### config.mk
export PLATFORM = sky130hd
export DESIGN_NAME = booth_seq_mul
export DESIGN_NICKNAME = d
export VERILOG_FILES = /design/src/rtl/booth_seq_mul.sv
export SDC_FILE = /design/constraint.sdc
export NUM_CORES = 1
export LEC_CHECK = 0
export BUFFER_PORTS_ARGS = -buffer_cell sky130_fd_sc_hd__buf_2
export CAP_MARGIN = 5
export CORE_UTILIZATION = 50
export DETAILED_ROUTE_END_ITERATION = 10
export PLACE_DENSITY_LB_ADDON = 0.1
export SLEW_MARGIN = 20
export SYNTH_ARGS = -nofsm -noshare
export SYNTH_HDL_FRONTEND = slang
export SYNTH_SLANG_ARGS = --single-unit
### constraint.sdc
create_clock -name clk -period 2.35 [get_ports clk]
set_input_delay 0.1175 -clock clk [delete_from_list [all_inputs] [get_ports clk]]
set_output_delay 0.1175 -clock clk [all_outputs]
set_load 0.01 [all_outputs]
### src/rtl/booth_seq_mul.sv
// ---------------------------------------------------------------------------
// booth_seq_mul
//
// Sequential radix-2 Booth multiplier. One multiplier bit is retired per
// clock through a single (WIDTH+1)-bit adder/subtractor, so the datapath cost
// stays flat as WIDTH grows. Both operands are extended by one bit (sign- or
// zero-extension, selected per operation), which makes the same Booth
// recoding exact for signed and unsigned operands alike.
//
// Ports
//   clk        rising-edge clock
//   rst        synchronous, active-high reset (priority over everything)
//   in_valid   operand pair and mode are valid
//   in_ready   block can accept an operation (high only while idle)
//   in1        multiplicand, WIDTH bits
//   in2        multiplier, WIDTH bits
//   sign_mode  1 = both operands two's complement, 0 = both unsigned
//   out_valid  product valid (high only while holding a result)
//   out_ready  consumer takes the product this cycle
//   out        product, 2*WIDTH bits, stable while out_valid is high
//
// Timing
//   Acceptance edge E0, Booth steps at E1..E(WIDTH+1), out_valid high from
//   just after E(WIDTH+1). Minimum initiation interval is WIDTH+3 cycles.
// ---------------------------------------------------------------------------
module booth_seq_mul #(
    parameter int WIDTH = 6
) (
    input  logic                 clk,
    input  logic                 rst,
    input  logic                 in_valid,
    output logic                 in_ready,
    input  logic [WIDTH-1:0]     in1,
    input  logic [WIDTH-1:0]     in2,
    input  logic                 sign_mode,
    output logic                 out_valid,
    input  logic                 out_ready,
    output logic [2*WIDTH-1:0]   out
);

    // Extended operand width and accumulator width (2*W1 product + pseudo bit).
    localparam int W1 = WIDTH + 1;
    localparam int AW = 2 * W1 + 1;
    localparam int CW = $clog2(WIDTH + 1);

    // Step counter value during the final (W1-th) Booth step.
    localparam logic [CW-1:0] LAST_STEP = CW'(WIDTH);

    localparam logic [1:0] ST_IDLE = 2'b00;
    localparam logic [1:0] ST_RUN  = 2'b01;
    localparam logic [1:0] ST_DONE = 2'b10;

    // Registered state.
    logic [1:0]          state_r;
    logic [W1-1:0]       mcand_r;
    logic [AW-1:0]       acc_r;
    logic [CW-1:0]       cnt_r;
    logic [2*WIDTH-1:0]  out_r;
    logic                out_valid_r;
    logic                in_ready_r;

    // Next-state values.
    logic [1:0]          state_s;
    logic [W1-1:0]       mcand_s;
    logic [AW-1:0]       acc_s;
    logic [CW-1:0]       cnt_s;
    logic [2*WIDTH-1:0]  out_s;
    logic                out_valid_s;
    logic                in_ready_s;

    // Booth step datapath.
    logic [W1-1:0]       upper_s;
    logic [W1-1:0]       sum_s;
    logic [AW-1:0]       step_s;

    // Extend an operand by one bit: sign bit replicated only in signed mode.
    function automatic logic [W1-1:0] extend_op(input logic [WIDTH-1:0] v,
                                                input logic             sgn);
        extend_op = {sgn & v[WIDTH-1], v};
    endfunction

    // One Booth step: add/sub the multiplicand to the upper half, then shift.
    always_comb begin
        upper_s = acc_r[AW-1 -: W1];
        sum_s   = upper_s;
        case (acc_r[1:0])
            2'b01:   sum_s = upper_s + mcand_r;
            2'b10:   sum_s = upper_s - mcand_r;
            default: sum_s = upper_s;
        endcase
        // Arithmetic right shift; the MSB comes from the post-add/sub value so
        // the (modulo 2^W1) wrap of the adder never corrupts the sign.
        step_s = {sum_s[W1-1], sum_s, acc_r[W1:1]};
    end

    // Sequencer: next-state and next-output computation.
    always_comb begin
        state_s     = state_r;
        mcand_s     = mcand_r;
        acc_s       = acc_r;
        cnt_s       = cnt_r;
        out_s       = out_r;
        out_valid_s = out_valid_r;
        in_ready_s  = in_ready_r;
        case (state_r)
            ST_IDLE: begin
                if (in_valid && in_ready_r) begin
                    mcand_s    = extend_op(in1, sign_mode);
                    acc_s      = {{W1{1'b0}}, extend_op(in2, sign_mode), 1'b0};
                    cnt_s      = {CW{1'b0}};
                    in_ready_s = 1'b0;
                    state_s    = ST_RUN;
                end else begin
                    state_s    = ST_IDLE;
                end
            end
            ST_RUN: begin
                acc_s = step_s;
                if (cnt_r == LAST_STEP) begin
                    // Low 2*WIDTH bits of the 2*W1 product, pseudo bit dropped.
                    out_s       = step_s[2*WIDTH:1];
                    out_valid_s = 1'b1;
                    state_s     = ST_DONE;
                end else begin
                    cnt_s       = cnt_r + CW'(1);
                    state_s     = ST_RUN;
                end
            end
            ST_DONE: begin
                if (out_ready) begin
                    out_valid_s = 1'b0;
                    in_ready_s  = 1'b1;
                    state_s     = ST_IDLE;
                end else begin
                    state_s     = ST_DONE;
                end
            end
            default: begin
                // Unreachable encoding: recover to a clean idle state.
                out_valid_s = 1'b0;
                in_ready_s  = 1'b1;
                state_s     = ST_IDLE;
            end
        endcase
    end

    // State and output registers with synchronous reset.
    always_ff @(posedge clk) begin
        if (rst) begin
            state_r     <= ST_IDLE;
            mcand_r     <= {W1{1'b0}};
            acc_r       <= {AW{1'b0}};
            cnt_r       <= {CW{1'b0}};
            out_r       <= {(2*WIDTH){1'b0}};
            out_valid_r <= 1'b0;
            in_ready_r  <= 1'b1;
        end else begin
            state_r     <= state_s;
            mcand_r     <= mcand_s;
            acc_r       <= acc_s;
            cnt_r       <= cnt_s;
            out_r       <= out_s;
            out_valid_r <= out_valid_s;
            in_ready_r  <= in_ready_s;
        end
    end

    assign in_ready  = in_ready_r;
    assign out_valid = out_valid_r;
    assign out       = out_r;

endmodule

* After elaboration in Yosys (flattened, before gate mapping)
Cells that the tools add are included.
** Operators by class
- Add/subtract/negate cells :: 3
- Equality and inequality tests :: 9
- Multiplexer cells :: 16
- Bitwise operators :: 4
- Reductions and logical operators :: 9
** Operators by type and width (count)
- $pmux W15 S2 :: 1
- $mux W15 :: 1
- $pmux W7 S2 :: 1
- $reduce_and A3 Y1 :: 3
- $ne A2 B2 Y1 const B :: 4
- $add A7 B7 Y7 :: 1
- $sub A7 B7 Y7 :: 1
- $mux W3 :: 2
- $pmux W1 S3 :: 2
- $pmux W2 S3 :: 1
- $pmux W3 S2 :: 1
- $reduce_and A2 Y1 :: 3
- $mux W1 :: 5
- $eq A2 B1 Y1 const B :: 2
- $eq A2 B2 Y1 const B :: 2
- $mux W2 :: 2
- $add A3 B1 Y3 const B :: 1
- $eq A3 B3 Y1 const B :: 1
- $and A1 B1 Y1 :: 2
- $logic_not A2 Y1 :: 1
- $not A1 Y1 :: 2
- $reduce_bool A2 Y1 :: 1
- $logic_and A1 B1 Y1 :: 1
** Word-level totals
- Register bits :: 41
- Output and inout bits :: 14
- Word-level logic and storage cells :: 48

* Longest topological paths before layout
- Depth after elaboration :: 3
- Gate-level depth with buffers :: 11
- Gate-level depth less buffers :: 11

* Least setup slack after synthesis
No wires, ideal clock.
- Path kind :: reg2reg
- From :: reg mcand_r[0]
- To :: reg out_r[11], in the netlist out[11]
- Setup time :: 73 ps
- Arrival :: 2052 ps
- Required time :: 2277 ps
- Slack :: 225 ps
- Cell stages (with the launch flop) :: 11
- Cells stage by stage :: dfxtp_1 inv_1 ha_1 nor3b_1 nor2_1 xnor2_1 ha_1 or4b_1 o2111ai_1 nor2_1 nor3_2
** Between the ends
- Longest elaborated chain between the ends :: 2
** RTL lines
- from (decl) :: RTL line 55 : logic [W1-1:0] mcand_r;
- from (signal assigned) :: RTL line 151 : mcand_r <= {W1{1'b0}};
- from (signal assigned) :: RTL line 159 : mcand_r <= mcand_s;
- $sub A7 B7 Y7 or $add A7 B7 Y7 (tied branches) :: RTL line 88, 87
- $pmux W7 S2 * :: RTL line 86 : case (acc_r[1:0])
- to (signal assigned) :: RTL line 154 : out_r <= {(2*WIDTH){1'b0}};
- to (signal assigned) :: RTL line 162 : out_r <= out_s;
- to (decl) :: RTL line 58 : logic [2*WIDTH-1:0] out_r;
Mark *: on every way between the ends. The rest lies on a longest branch, timed or not.
A chain may end at the register's enable or synchronous reset.

* Final worst setup path
- From :: reg mcand_r[0]
- To :: reg acc_r[12]
** Between the ends
- Longest elaborated chain between the ends :: 3
** RTL lines
- $sub A7 B7 Y7 or $add A7 B7 Y7 (tied branches) :: RTL line 88, 87
- $pmux W7 S2 * :: RTL line 86
- $pmux W15 S2 * :: RTL line 105 : case (state_r)
- to (signal assigned) :: RTL line 152 : acc_r <= {AW{1'b0}};
- to (signal assigned) :: RTL line 160 : acc_r <= acc_s;
- to (decl) :: RTL line 56 : logic [AW-1:0] acc_r;
Marks and branches as above.

==> results by group <==
Logic synthesis
  • Number of synthesized flops with an enable pin: 0
  • Mapped Nets: 277
  • Post-synth cell types: 47
  • Seq/Total Area, Yosys: 0.3917
  • Synth warn: 0
  • Post-Syn Area: 0.002044 mm2
  • Seq cells post-synth: 40
  • Synth Flop Type: dfxtp_1
  • Mapped Cells: ~250
  • Fraction of registers with async set/reset: 0
  • Avg Inst Size Synth: 8.211 um2

Floorplanning
  • Core box area: 0.003799 mm2
  • Std cell rows: 22
  • Die X-Extent: 65.95 um
  • Die area: 0.004349 mm2
  • Chip height: about 66 um
  • Ports: 31
  • Starting Density: 0.5382

Power
  • Pwr Density: 701.5 mW/mm2
  • Pwr Total: 1.742 mW
  • LEAKAGE: 0.9724 nW
  • Max VDD drop: a little over 0.6 mV

Setup path
  • R2r setup slk: 70 ps
  • Startpoint types: flip-flop
  • WS Path Type: reg -> reg
  • R2R Path Start: mcand_r[0]
  • Critical path arrival: 2510 ps
  • R2r endpoint: acc_r[12]
  • Worst endpoint required time: 2590 ps
  • Worst r2r path cells: 9
  • Max FO, Critical Path: 8
  • CP Capture Type: flip-flop

Placement
  • RePlAce Congestion: 0.8373
  • Place WS: -60.03 ps
  • Placement-stage cell area: approximately 0.0022 mm2
  • Placed cell count: approximately 320
  • Post-DP HPWL: 3277 um
  • Input/output buffers: 30

Timing
  • Setup TNS: 0 ps
  • Worst-Margin Slew: roughly 500 ps
  • Count of final setup violators: 0
  • Slew Limit Fails: 0
  • Hold Slack: 47.31 ps
  • Final period util: 0.9693
  • Normalized max-slew margin: 0.6748
  • Clk_skew: slightly below 6 ps
  • RSZ-0062 raised after global routing: true
  • Final Hold Vio Count: 0
  • Final WS setup: between 70 and 80 ps
  • Fmax: 439.0 MHz
  • Min Tclk post-route: 2278 ps

Job
  • Max_cap viols: 0

Clocking
  • Clk sinks: 40
  • H-tree level count: 2
  • CTS tree: built
  • CTS root buffer: clkbuf_8
  • Clock Tree Buf Depth: 2
  • Clock-pin slew on the worst setup and hold paths: 80 ps
  • Num CTS Buffers: 5
  • # hold bufs at CTS: 0
  • Worst skew pair latency: 300 ps

GRT
  • Global-route wire length before repair: 7638 um
  • Total track usage: 0.2353
  • Total grt overflow: 0
  • Vias in the first global route: 1631
  • Largest net degree at the start of global routing: 27
  • Initial antenna violation count: 0

Worst hold path
  • Type of the most critical hold path: in -> reg
  • Hold EP: mcand_r[1]
  • Hold Crit Depth: 3
  • Min-delay src: in1[1]

Final layout
  • Final instance area: 0.002484 mm2
  • Final Net Count: 313
  • Finished Layout Cells: 334
  • Layout cell share with drive strength beyond 1: 0.2727
  • # diodes: 0
  • Area grow syn2layout: 21.48%
  • Util after Layout: 0.6538

Detailed routing
  • Vias per inst: 5.350
  • Detailed Routing Iterations Pass 1: 4
  • ANT nets after route: 0
  • Final wirelength: 4673 um
  • Initial DRC count: 74
  • # DRC: 0
  • Via Count: 1787
  • Wire per inst: approximately 14 um

Outcome
  • Outcome: completed
[final cells by class]
type | instances | area [um2]
clock buffer | 6 | 72.57
tap | 48 | 60.06
clock inverter | 2 | 35.03
multi-input combinational | 188 | 1236
inverter | 8 | 30.03
timing repair buffer | 42 | 244.0
fill | 361 | 1315
sequential | 40 | 805.8
[Yosys cell counts (3+ instances only)]
master | instances | area share
a21oi_1 | 29 | 0.071
a22oi_1 | 3 | 0.011
a311oi_1 | 4 | 0.017
buf_2 | 6 | 0.015
clkbuf_1 | 5 | 0.0092
dfxtp_1 | 40 | 0.39
ha_1 | 10 | 0.061
inv_1 | 8 | 0.015
mux2i_1 | 3 | 0.015
nand2_1 | 49 | 0.090
nand2b_1 | 3 | 0.0092
nand3_1 | 11 | 0.027
nor2_1 | 22 | 0.040
nor3_1 | 4 | 0.0098
nor3b_1 | 3 | 0.011
xnor2_1 | 8 | 0.034
[placed cells by master, fill, tap and decap left out, types with 3 or more instances in the layout]
cell type | synthesis | layout
a21oi_1 | 29 | 28
a22oi_1 | 3 | 3
a311oi_1 | 4 | 4
buf_2 | 6 | 30
buf_4 | 2 | 11
clkbuf_8 | 0 | 5
dfxtp_1 | 40 | 38
ha_1 | 10 | 6
ha_2 | 0 | 3
inv_1 | 8 | 6
nand2_1 | 49 | 49
nand2b_1 | 3 | 3
nand3_1 | 11 | 11
nor2_1 | 22 | 22
xnor2_1 | 8 | 8
[cells by family (layout without fill, tap and decap cells)]
family | after synthesis | after routing | synth area share
XOR/XNOR | 9 | 9 | 0.03856
AND/OR/NAND/NOR | 107 | 107 | 0.2454
buffers and inverters | 21 | 58 | 0.04590
AO/OA/AOI/OAI | 58 | 58 | 0.1928
multiplexers | 3 | 3 | 0.01469
adder cells (fa/ha/maj) | 11 | 11 | 0.07099
flip-flops | 40 | 40 | 0.3917
[report_power, final]
part	internal (mW)	switching (mW)
logic	0.207	0.245
registers	0.707	0.0296
clock network	0.315	0.238
[flip-flops by register name, summed over array words and instances (netlist names)]
| signal | cells |
|---|---|
| acc_r | 14 |
| mcand_r | 7 |
| in_ready | 1 |
| out | 12 |
| out_valid | 1 |
| state_r | 2 |
| cnt_r | 3 |
[what timing repair did]
action / 4_1_cts / 5_1_grt
resized for setup: 2 / 22
setup endpoints to repair: 2 / 5
pin swaps: 0 / 9
setup buffers: 0 / 5
[critical path: stages, from the launching register on]
cell and delay, ps:
dfxtp_2 330, buf_4 130, nor3_2 190, a21oi_1 110, xnor2_1 150, ha_2 400, or4b_1 490, o2111ai_2 200
nand2_1 90, a21oi_2 110
[layer usage]
layer	up-vias	wire length (um)	GRT usage
li1	941	-	-
met1	797	2310	0.3110
met2	47	2147	0.3648
met3	2	191	0.06897
met4	0	23	0.07713
met5	-	0	0
[worst max path at each step]
stage / slack [ps] / startpoint / end / cells past startpoint
6_report: 70 / mcand_r[0] / acc_r[12] / 9
5_1_grt: -60 / mcand_r[0] / out[11] / 9
4_1_cts: 20 / acc_r[0] / out[11] / 9
3_5_place_dp: -60 / mcand_r[0] / out[11] / 11
3_3_place_gp: -50 / mcand_r[0] / out[11] / 11
2_1_floorplan: 230 / mcand_r[0] / out[11] / 10
Power figures use the tool's default switching activity.
